`src/rtl/fade_volume_ctrl.sv`:
```
// fade_volume_ctrl: volume register, gain tracking and sample scaler for the codec path.
// Build option FADE_SOFT_RAMP_EN: gain walks one step per RAMP_DIV frames instead of jumping.
module fade_volume_ctrl #(
    parameter int unsigned RAMP_DIV  = 64,
    parameter int unsigned VOL_RESET = 12
) (
    input  logic        clk_i,
    input  logic        reset_i,
    input  logic        new_frame_i,
    input  logic [15:0] sample_in_i,
    input  logic        vol_up_i,
    input  logic        vol_down_i,
    input  logic        mute_i,
    output logic [15:0] sample_out_o,
    output logic        sample_valid_o,
    output logic [4:0]  volume_o,
    output logic [4:0]  gain_o,
    output logic        ramping_o
);
    localparam logic [4:0] VOL_MAX = 5'd16;
    localparam logic [4:0] VOL_RST = 5'(VOL_RESET);

    if (RAMP_DIV < 1 || RAMP_DIV > 255) begin : g_bad_ramp_div
        $error("fade_volume_ctrl: RAMP_DIV must be in 1..255");
    end
    if (VOL_RESET > 16) begin : g_bad_vol_reset
        $error("fade_volume_ctrl: VOL_RESET must be in 0..16");
    end

    logic [4:0]         volume_q, volume_d;
    logic [4:0]         gain_q, gain_d;
    logic [4:0]         target;
    logic [15:0]        sample_out_q, sample_d;
    logic               sample_valid_q;
    logic signed [21:0] product;

    assign target = mute_i ? 5'd0 : volume_q;

    // gain <= 16 keeps (sample * gain) >>> 4 inside the 16-bit signed range
    assign product  = $signed({{6{sample_in_i[15]}}, sample_in_i}) * $signed({17'd0, gain_q});
    assign sample_d = 16'(product >>> 4);

    always_comb begin
        volume_d = volume_q;
        if (vol_up_i && !vol_down_i && volume_q != VOL_MAX) begin
            volume_d = volume_q + 5'd1;
        end else if (vol_down_i && !vol_up_i && volume_q != 5'd0) begin
            volume_d = volume_q - 5'd1;
        end
    end

    always_ff @(posedge clk_i or posedge reset_i) begin
        if (reset_i) begin
            volume_q       <= VOL_RST;
            gain_q         <= VOL_RST;
            sample_out_q   <= '0;
            sample_valid_q <= 1'b0;
        end else begin
            volume_q       <= volume_d;
            gain_q         <= gain_d;
            sample_valid_q <= new_frame_i;
            if (new_frame_i) begin
                sample_out_q <= sample_d;
            end
        end
    end

`ifdef FADE_SOFT_RAMP_EN
    typedef enum logic [1:0] {
        STEADY,
        RAMP_UP,
        RAMP_DOWN
    } state_t;

    localparam logic [7:0] DIV_LAST = 8'(RAMP_DIV - 1);

    state_t     state_now, state_q;
    logic [7:0] div_q, div_d;

    function automatic state_t classify(input logic [4:0] g, input logic [4:0] t);
        if (g < t) return RAMP_UP;
        if (g > t) return RAMP_DOWN;
        return STEADY;
    endfunction

    assign state_now = classify(gain_q, target);

    // divider survives a direction reversal; only reaching the target clears it
    always_comb begin
        gain_d = gain_q;
        div_d  = div_q;
        if (state_now == STEADY) begin
            div_d = '0;
        end else if (new_frame_i) begin
            if (div_q == DIV_LAST) begin
                div_d  = '0;
                gain_d = (state_now == RAMP_UP) ? gain_q + 5'd1 : gain_q - 5'd1;
            end else begin
                div_d = div_q + 8'd1;
            end
        end
    end

    always_ff @(posedge clk_i or posedge reset_i) begin
        if (reset_i) begin
            div_q   <= '0;
            state_q <= STEADY;
        end else begin
            div_q   <= div_d;
            state_q <= classify(gain_d, target);
        end
    end

    assign ramping_o = (state_q != STEADY);
`else
    always_comb begin
        gain_d = gain_q;
        if (new_frame_i) begin
            gain_d = target;
        end
    end

    assign ramping_o = 1'b0;
`endif

    assign sample_out_o   = sample_out_q;
    assign sample_valid_o = sample_valid_q;
    assign volume_o       = volume_q;
    assign gain_o         = gain_q;

endmodule

```
`config.mk`:
```
export PLATFORM = sky130hd
export DESIGN_NAME = fade_volume_ctrl
export DESIGN_NICKNAME = d
export VERILOG_FILES = /design/src/rtl/fade_volume_ctrl.sv
export SDC_FILE = /design/constraint.sdc
export NUM_CORES = 1
export LEC_CHECK = 0
export CORE_MARGIN = 8
export CORE_UTILIZATION = 57
export CTS_CLUSTER_SIZE = 20
export DETAILED_ROUTE_END_ITERATION = 7
export PLACE_DENSITY = 0.82
export REMOVE_ABC_BUFFERS = 1
export SYNTH_ARGS = -nofsm -noshare
export SYNTH_HDL_FRONTEND = slang
export SYNTH_SLANG_ARGS = --single-unit
```
`constraint.sdc`:
```
create_clock -name clk_i -period 5.5 [get_ports clk_i]
set_clock_uncertainty 0.15 [all_clocks]
set_input_delay 1.1 -clock clk_i [delete_from_list [all_inputs] [get_ports clk_i]]
set_output_delay 1.1 -clock clk_i [all_outputs]
set_load 0.02 [all_outputs]
```
==> results of run 1 <==
==> per-stage QoR <==
stage | area [um2] | hold WS [ns] | cells
2_1_floorplan | 3820 | 0.374 | 411
3_3_place_gp | 4410 | 0.341 | 540
3_5_place_dp | 4410 | 0.351 | 540
4_1_cts | 4450 | 0.365 | 544
5_1_grt | 4450 | 0.390 | 544
6_report | 4450 | 0.366 | 544
==> worst paths after layout <==
| path | startpoint | end | slack [ns] | cells after the start |
|---|---|---|---|---|
| max in group asynchronous | reset_i | sample_valid_o$_DFF_PP0_ | 3.33 | 2 |
| min in group asynchronous | reset_i | sample_out_o[0]$_DFFE_PP0P_ | 1.23 | 2 |
| min | volume_o[3]$_DFFE_PP1P_ | gain_o[3]$_DFFE_PP1P_ | 0.37 | 2 |
| max | sample_in_i[8] | sample_out_o[12]$_DFFE_PP0P_ | 0.42 | 14 |
| max reg2reg | gain_o[1]$_DFFE_PP0P_ | sample_out_o[12]$_DFFE_PP0P_ | 0.95 | 13 |
| min reg2reg | volume_o[3]$_DFFE_PP1P_ | gain_o[3]$_DFFE_PP1P_ | 0.37 | 2 |
==> logic make-up after synthesis <==
family,synth area share [%]
adder cells (fa/ha/maj),35.9
other,0.0969
AO/OA/AOI/OAI,10.6
flip-flops,17.6
multiplexers,3.59
XOR/XNOR,4.98
AND/OR/NAND/NOR,18.2
buffers and inverters,9.02
==> layout make-up <==
cell class,instances,area (um2)
timing repair buffer,49,488
multi-input combinational,305,2840
clock buffer,4,45.0
inverter,79,297
tap,80,100
fill,570,2230
sequential,27,681
==> worst max-delay path, delay by kind of cell <==
kind                     cells  cell delay, ns
AND/OR/NAND/NOR              4            0.72
adder cells (fa/ha/maj)      4            1.88
AO/OA/AOI/OAI                3            0.80
buffers and inverters        3            0.56
==> cells in the final DEF (no fill, tap or decap), types with 2 or more instances in the layout <==
| cell type | count |
|---|---|
| a211o_1 | 2 |
| a211oi_1 | 2 |
| a21o_1 | 5 |
| a21oi_1 | 17 |
| a31oi_1 | 2 |
| and2_1 | 67 |
| and3_1 | 2 |
| clkbuf_8 | 3 |
| clkdlybuf4s50_1 | 48 |
| dfrtp_1 | 23 |
| dfstp_2 | 4 |
| fa_1 | 47 |
| ha_1 | 36 |
| inv_1 | 79 |
| mux2_2 | 11 |
| nand2_1 | 33 |
| nand2b_1 | 2 |
| nand3_1 | 4 |
| nand4_1 | 3 |
| nor2_1 | 9 |
| nor3_1 | 2 |
| nor3_2 | 2 |
| nor4_1 | 2 |
| o211ai_1 | 4 |
| o21ai_0 | 6 |
| o2bb2ai_1 | 5 |
| o31ai_1 | 3 |
| xnor2_1 | 14 |
| xor2_1 | 8 |
==> state kept, by name (all words and copies together), names as in the netlist <==
signal	flops
gain_o	5
sample_out_o	16
sample_valid_o	1
volume_o	5
==> layer usage <==
| layer | vias to the layer above | track usage, % |
|---|---|---|
| li1 | 1429 | - |
| met1 | 1481 | 23.6 |
| met2 | 66 | 34.2 |
| met3 | 6 | 3.10 |
| met4 | 0 | 2.48 |
| met5 | - | 0 |
==> power by group through the flow <==
stage / sequential [mW] / clock (mW) / combinational [mW]
finish: 0.423 / 0.115 / 1.52
global route: 0.441 / 0.126 / 1.71
CTS: 0.425 / 0.117 / 1.54
detailed placement: 0.426 / 0 / 1.53
global placement: 0.423 / 0 / 1.47
floorplan: 0.488 / 0 / 0.991
==> results.toml, run 1 <==
[grt]
grt_max_degree = 28
grt_pass1_wl_um = 15300
grt_pass1_vias = 3281
grt_usage_pct = 18.9
grt_overflow = 0
antenna_found_initial = 0

[timing]
worst_pin_slew_ns = 1.06
fin_ws_ns = 0.418
setup_viol = 0
rsz0062_at_grt = "no"
fin_tns_setup_ns = 0
final-max-slew-violation-count = 0
fmax_ghz = 0.197
fin_crit_ns = 5.08
relSlewSlack_pct = 29.4
finalHoldViolations = 0
fin_crit_sh_pct = 92.4

[clock_tree]
cts_resized = 0
clkTransAtPathRegs_ns = 0.10
cts_root_buffer = "clkbuf_8"
clk_path_buf_depth = 2
htreeDepth = 1
cts_setup_buffers = 0
numCtsBuffers = 3
cts_tree = "built"
hold_buffers = 0
cts_num_sinks = 27
clk_latency_ns = 0.27

[setup_path]
crit_path_cell_trace = "clkdlybuf4s50_1 > and2_1 > fa_1 > fa_1 > inv_1 > fa_1 > inv_1 > ha_1 > and2_2 > nor2b_1 > a211oi_1 > a31oi_1 > nand4_1 > o211ai_1"
crit_required_ns = 5.50
max_stage_delay_ns = 0.54
arrival_ns = 5.08
crit_type = "in -> reg"
critical_path.startpoint_type = "input pin"
crit_path_frequent_cell = "fa_1"
end_kind = "flop"
crit_path_top_delay_cell = "fa_1"
worstPathMaxFanout = 5

[layout]
final_layout_size_suffix_gt1_share_pct = 5.82
finalNetCount = 570
diodes = 0
syn2layout_area_growth_pct = 15.0
final_util_pct = 66.6

[floorplan]
core_area_mm2 = 0.00668
die_h_um = 98.4
die_area_mm2 = 0.00968
io_pins = 50
chipWidth_um = 98.4
initial_utilization_pct = 57.9
rows = 30

[yosys]
synth_enable_flop_cells = 0
synth_top_area_share_pct = 24.3
async_flop_share_pct = 100
ys_ff_latch = 27
yosys_warnings = 0
yosysTopAreaCell = "fa_1"
synth_cell_types = 48
yosysMostFrequentCell = "inv_1"
syn_avg_cell_area_um2 = 9.17
synth_cells = 422
synth_commonest_cells = "79 x inv_1, 67 x and2_1, 47 x fa_1"
synth_ff_type = "dfrtp_1"
synthTopCellsByArea = "fa_1 24%, dfrtp_1 15%, ha_1 12%, and2_1 11%, inv_1 7.7%"
yosysSeqAreaShare_pct = 17.6
synth_area_mm2 = 0.00387

[power]
power.total_mw = 2.06
intPower_mw = 1.05
power_density_mw_per_mm2 = 462
switching_power_mw = 1.01
pwr-share-seq_pct = 20.6
peakVddDrop_mv = 0.312
p_leak_nw = 2.19
clockPowerShare_pct = 5.6
power_frac_comb_pct = 73.9
swShare_pct = 49.1

[detailed_routing]
wire_per_inst_um = 15.4
met1_length_um = 3770
viasPerCell = 5.48
drt_iter0_drc = 128
drt-total-wl_um = 8390
drt_first_pass_iters = 4
dr_wl_met2_um = 4210
drc = 0
dr_total_vias = 2982
wl_met3_um = 336
top_layer = "met4"
postRouteAntennaNets = 0

[place]
gp_congestion = 0.827
hpwlAfterDp_um = 6680
pre_cts_slack_ns = 0.131
numPortBuffers = 48

[job]
max_cap_violations = 0

[hold_path]
hp-class = "reg -> reg"

[status]
status = "complete, no violations"
No activity file was read; power rests on OpenSTA's default activity.
==> run 2, diff against run 1 <==
--- a/config.mk
+++ b/config.mk
@@ -9,6 +9,8 @@
 export CORE_UTILIZATION = 57
 export CTS_CLUSTER_SIZE = 20
 export DETAILED_ROUTE_END_ITERATION = 7
+export GPL_ROUTABILITY_DRIVEN = 0
+export MAX_ROUTING_LAYER = met4
 export PLACE_DENSITY = 0.82
 export REMOVE_ABC_BUFFERS = 1
 export SYNTH_ARGS = -nofsm -noshare
==> results.toml, run 2 (synthesis results as in run 1) <==
[setup_path]
crit_path_frequent_cell = "fa_1"
arrival_ns = 5.12
critical_path.startpoint_type = "input pin"
crit_required_ns = 5.49
crit_path_top_delay_cell = "fa_1"
crit_path_cell_trace = "clkdlybuf4s50_1 > and2_1 > fa_1 > fa_1 > inv_1 > fa_1 > inv_1 > ha_1 > and2_2 > nor2b_1 > a211oi_1 > a31oi_1 > nand4_1 > o211ai_1"
max_stage_delay_ns = 0.54
worstPathMaxFanout = 5
crit_buf_inv = 3
crit_type = "in -> reg"
end_kind = "flop"
crit_family = "adder cells"

[timing]
rsz0062_at_grt = "no"
fin_tns_setup_ns = 0
relSlewSlack_pct = 29.5
fin_crit_ns = 5.12
finalHoldViolations = 0
fmax_ghz = 0.195
fin_crit_sh_pct = 93.1
final-max-slew-violation-count = 0
setup_viol = 0
worst_pin_slew_ns = 1.06

[power]
power_frac_comb_pct = 73.9
swShare_pct = 49.1
p_leak_nw = 2.19
power_density_mw_per_mm2 = 462
peakVddDrop_mv = 0.312
pwr-share-seq_pct = 20.5
clockPowerShare_pct = 5.6
switching_power_mw = 1.01
intPower_mw = 1.05

[layout]
final_layout_size_suffix_gt1_share_pct = 5.82
largest_reg_flops = 16
layout_commonest_cell = "inv_1"
finalNetCount = 570
syn2layout_area_growth_pct = 15.0
stdcell_area_mm2 = 0.00445
diodes = 0
layout_common_cells = "79 x inv_1, 67 x and2_1, 48 x clkdlybuf4s50_1, 47 x fa_1, 36 x ha_1"

[floorplan]
die_h_um = 98.4
io_pins = 50
initial_utilization_pct = 57.9
rows = 30
die_area_mm2 = 0.00968
chipWidth_um = 98.4
core_area_mm2 = 0.00668

[place]
numPortBuffers = 48
placed_cell_area_mm2 = 0.00441
hpwlAfterDp_um = 6680

[grt]
grt_usage_pct = 19.5
grt_overflow = 0
antenna_found_initial = 0
grt_pass1_wl_um = 15300
grt_pass1_vias = 3267
grt_max_degree = 28

[clock_tree]
cts_root_buffer = "clkbuf_8"
cts_num_sinks = 27
clk_path_buf_depth = 2
hold_buffers = 0
htreeDepth = 1
cts_tree = "built"
clkTransAtPathRegs_ns = 0.10
numCtsBuffers = 3
cts_resized = 0
clk_latency_ns = 0.27
cts_setup_buffers = 0

[detailed_routing]
postRouteAntennaNets = 0
top_layer = "met4"
dr_wl_met2_um = 4210
met1_length_um = 3780
wire_per_inst_um = 15.5
drc = 0
dr_total_vias = 2971
viasPerCell = 5.46
drt-total-wl_um = 8410
drt_iter0_drc = 129
drt_first_pass_iters = 5
wl_met3_um = 348

[job]
max_cap_violations = 0

[hold_path]
hp-class = "reg -> reg"

[status]
status = "complete, no violations"
run 2: cell counts in the layout (fill, tap and decap cells not counted):
Identical to the previous run, type by type.
run 2: path summary, 6_finish.rpt:
| kind | from | endpoint | slack [ns] | cells after the start |
|---|---|---|---|---|
| max | sample_in_i[8] | sample_out_o[12]$_DFFE_PP0P_ | 0.38 | 14 |
| min | volume_o[3]$_DFFE_PP1P_ | gain_o[3]$_DFFE_PP1P_ | 0.37 | 2 |
| max reg2reg | gain_o[1]$_DFFE_PP0P_ | sample_out_o[12]$_DFFE_PP0P_ | 0.91 | 13 |
| min reg2reg | volume_o[3]$_DFFE_PP1P_ | gain_o[3]$_DFFE_PP1P_ | 0.37 | 2 |
| max in group asynchronous | reset_i | sample_valid_o$_DFF_PP0_ | 3.33 | 2 |
| min in group asynchronous | reset_i | sample_out_o[0]$_DFFE_PP0P_ | 1.22 | 2 |
run 2: power by group through the flow:
| stage | Combinational [mW] | Clock (mW) | Sequential (mW) |
|---|---|---|---|
| detailed placement | 1.53 | 0 | 0.426 |
| finish | 1.52 | 0.115 | 0.423 |
| CTS | 1.54 | 0.117 | 0.425 |
| floorplan | 0.991 | 0 | 0.488 |
| global route | 1.71 | 0.127 | 0.441 |
| global placement | 1.47 | 0 | 0.423 |
run 2: tightest hold or removal path, cell delays in order, from the launching register on:
cell,delay (ns)
dfstp_2,0.40
nand2_1,0.07
o2bb2ai_1,0.05
run 2: cell type report:
type                    instances  area (um2)
flip-flops and latches         27         681
well taps                      80         100
clock buffers                   4        45.0
repair buffers                 49         488
multi-input cells             305        2840
inverters                      79         297
fillers                       570        2230
run 2: stage by stage:
stage               utilization, %  std cells  worst slack (ns)  total power, mW  hold WS (ns)
detailed placement            66.0        540             0.131             1.95         0.351
finish                        66.6        544             0.378             2.06         0.366
CTS                           66.6        544             0.433             2.08         0.365
floorplan                        -        411             0.987             1.48         0.374
global route                  66.6        544             0.239             2.28         0.390
global placement              66.0        540             0.287             1.89         0.341
run 2: metal layers:
metal	vias to the layer above	GRT usage (%)
met5	-	-
met1	1472	24.1
met3	6	2.82
li1	1424	-
met2	69	33.9
met4	0	2.48
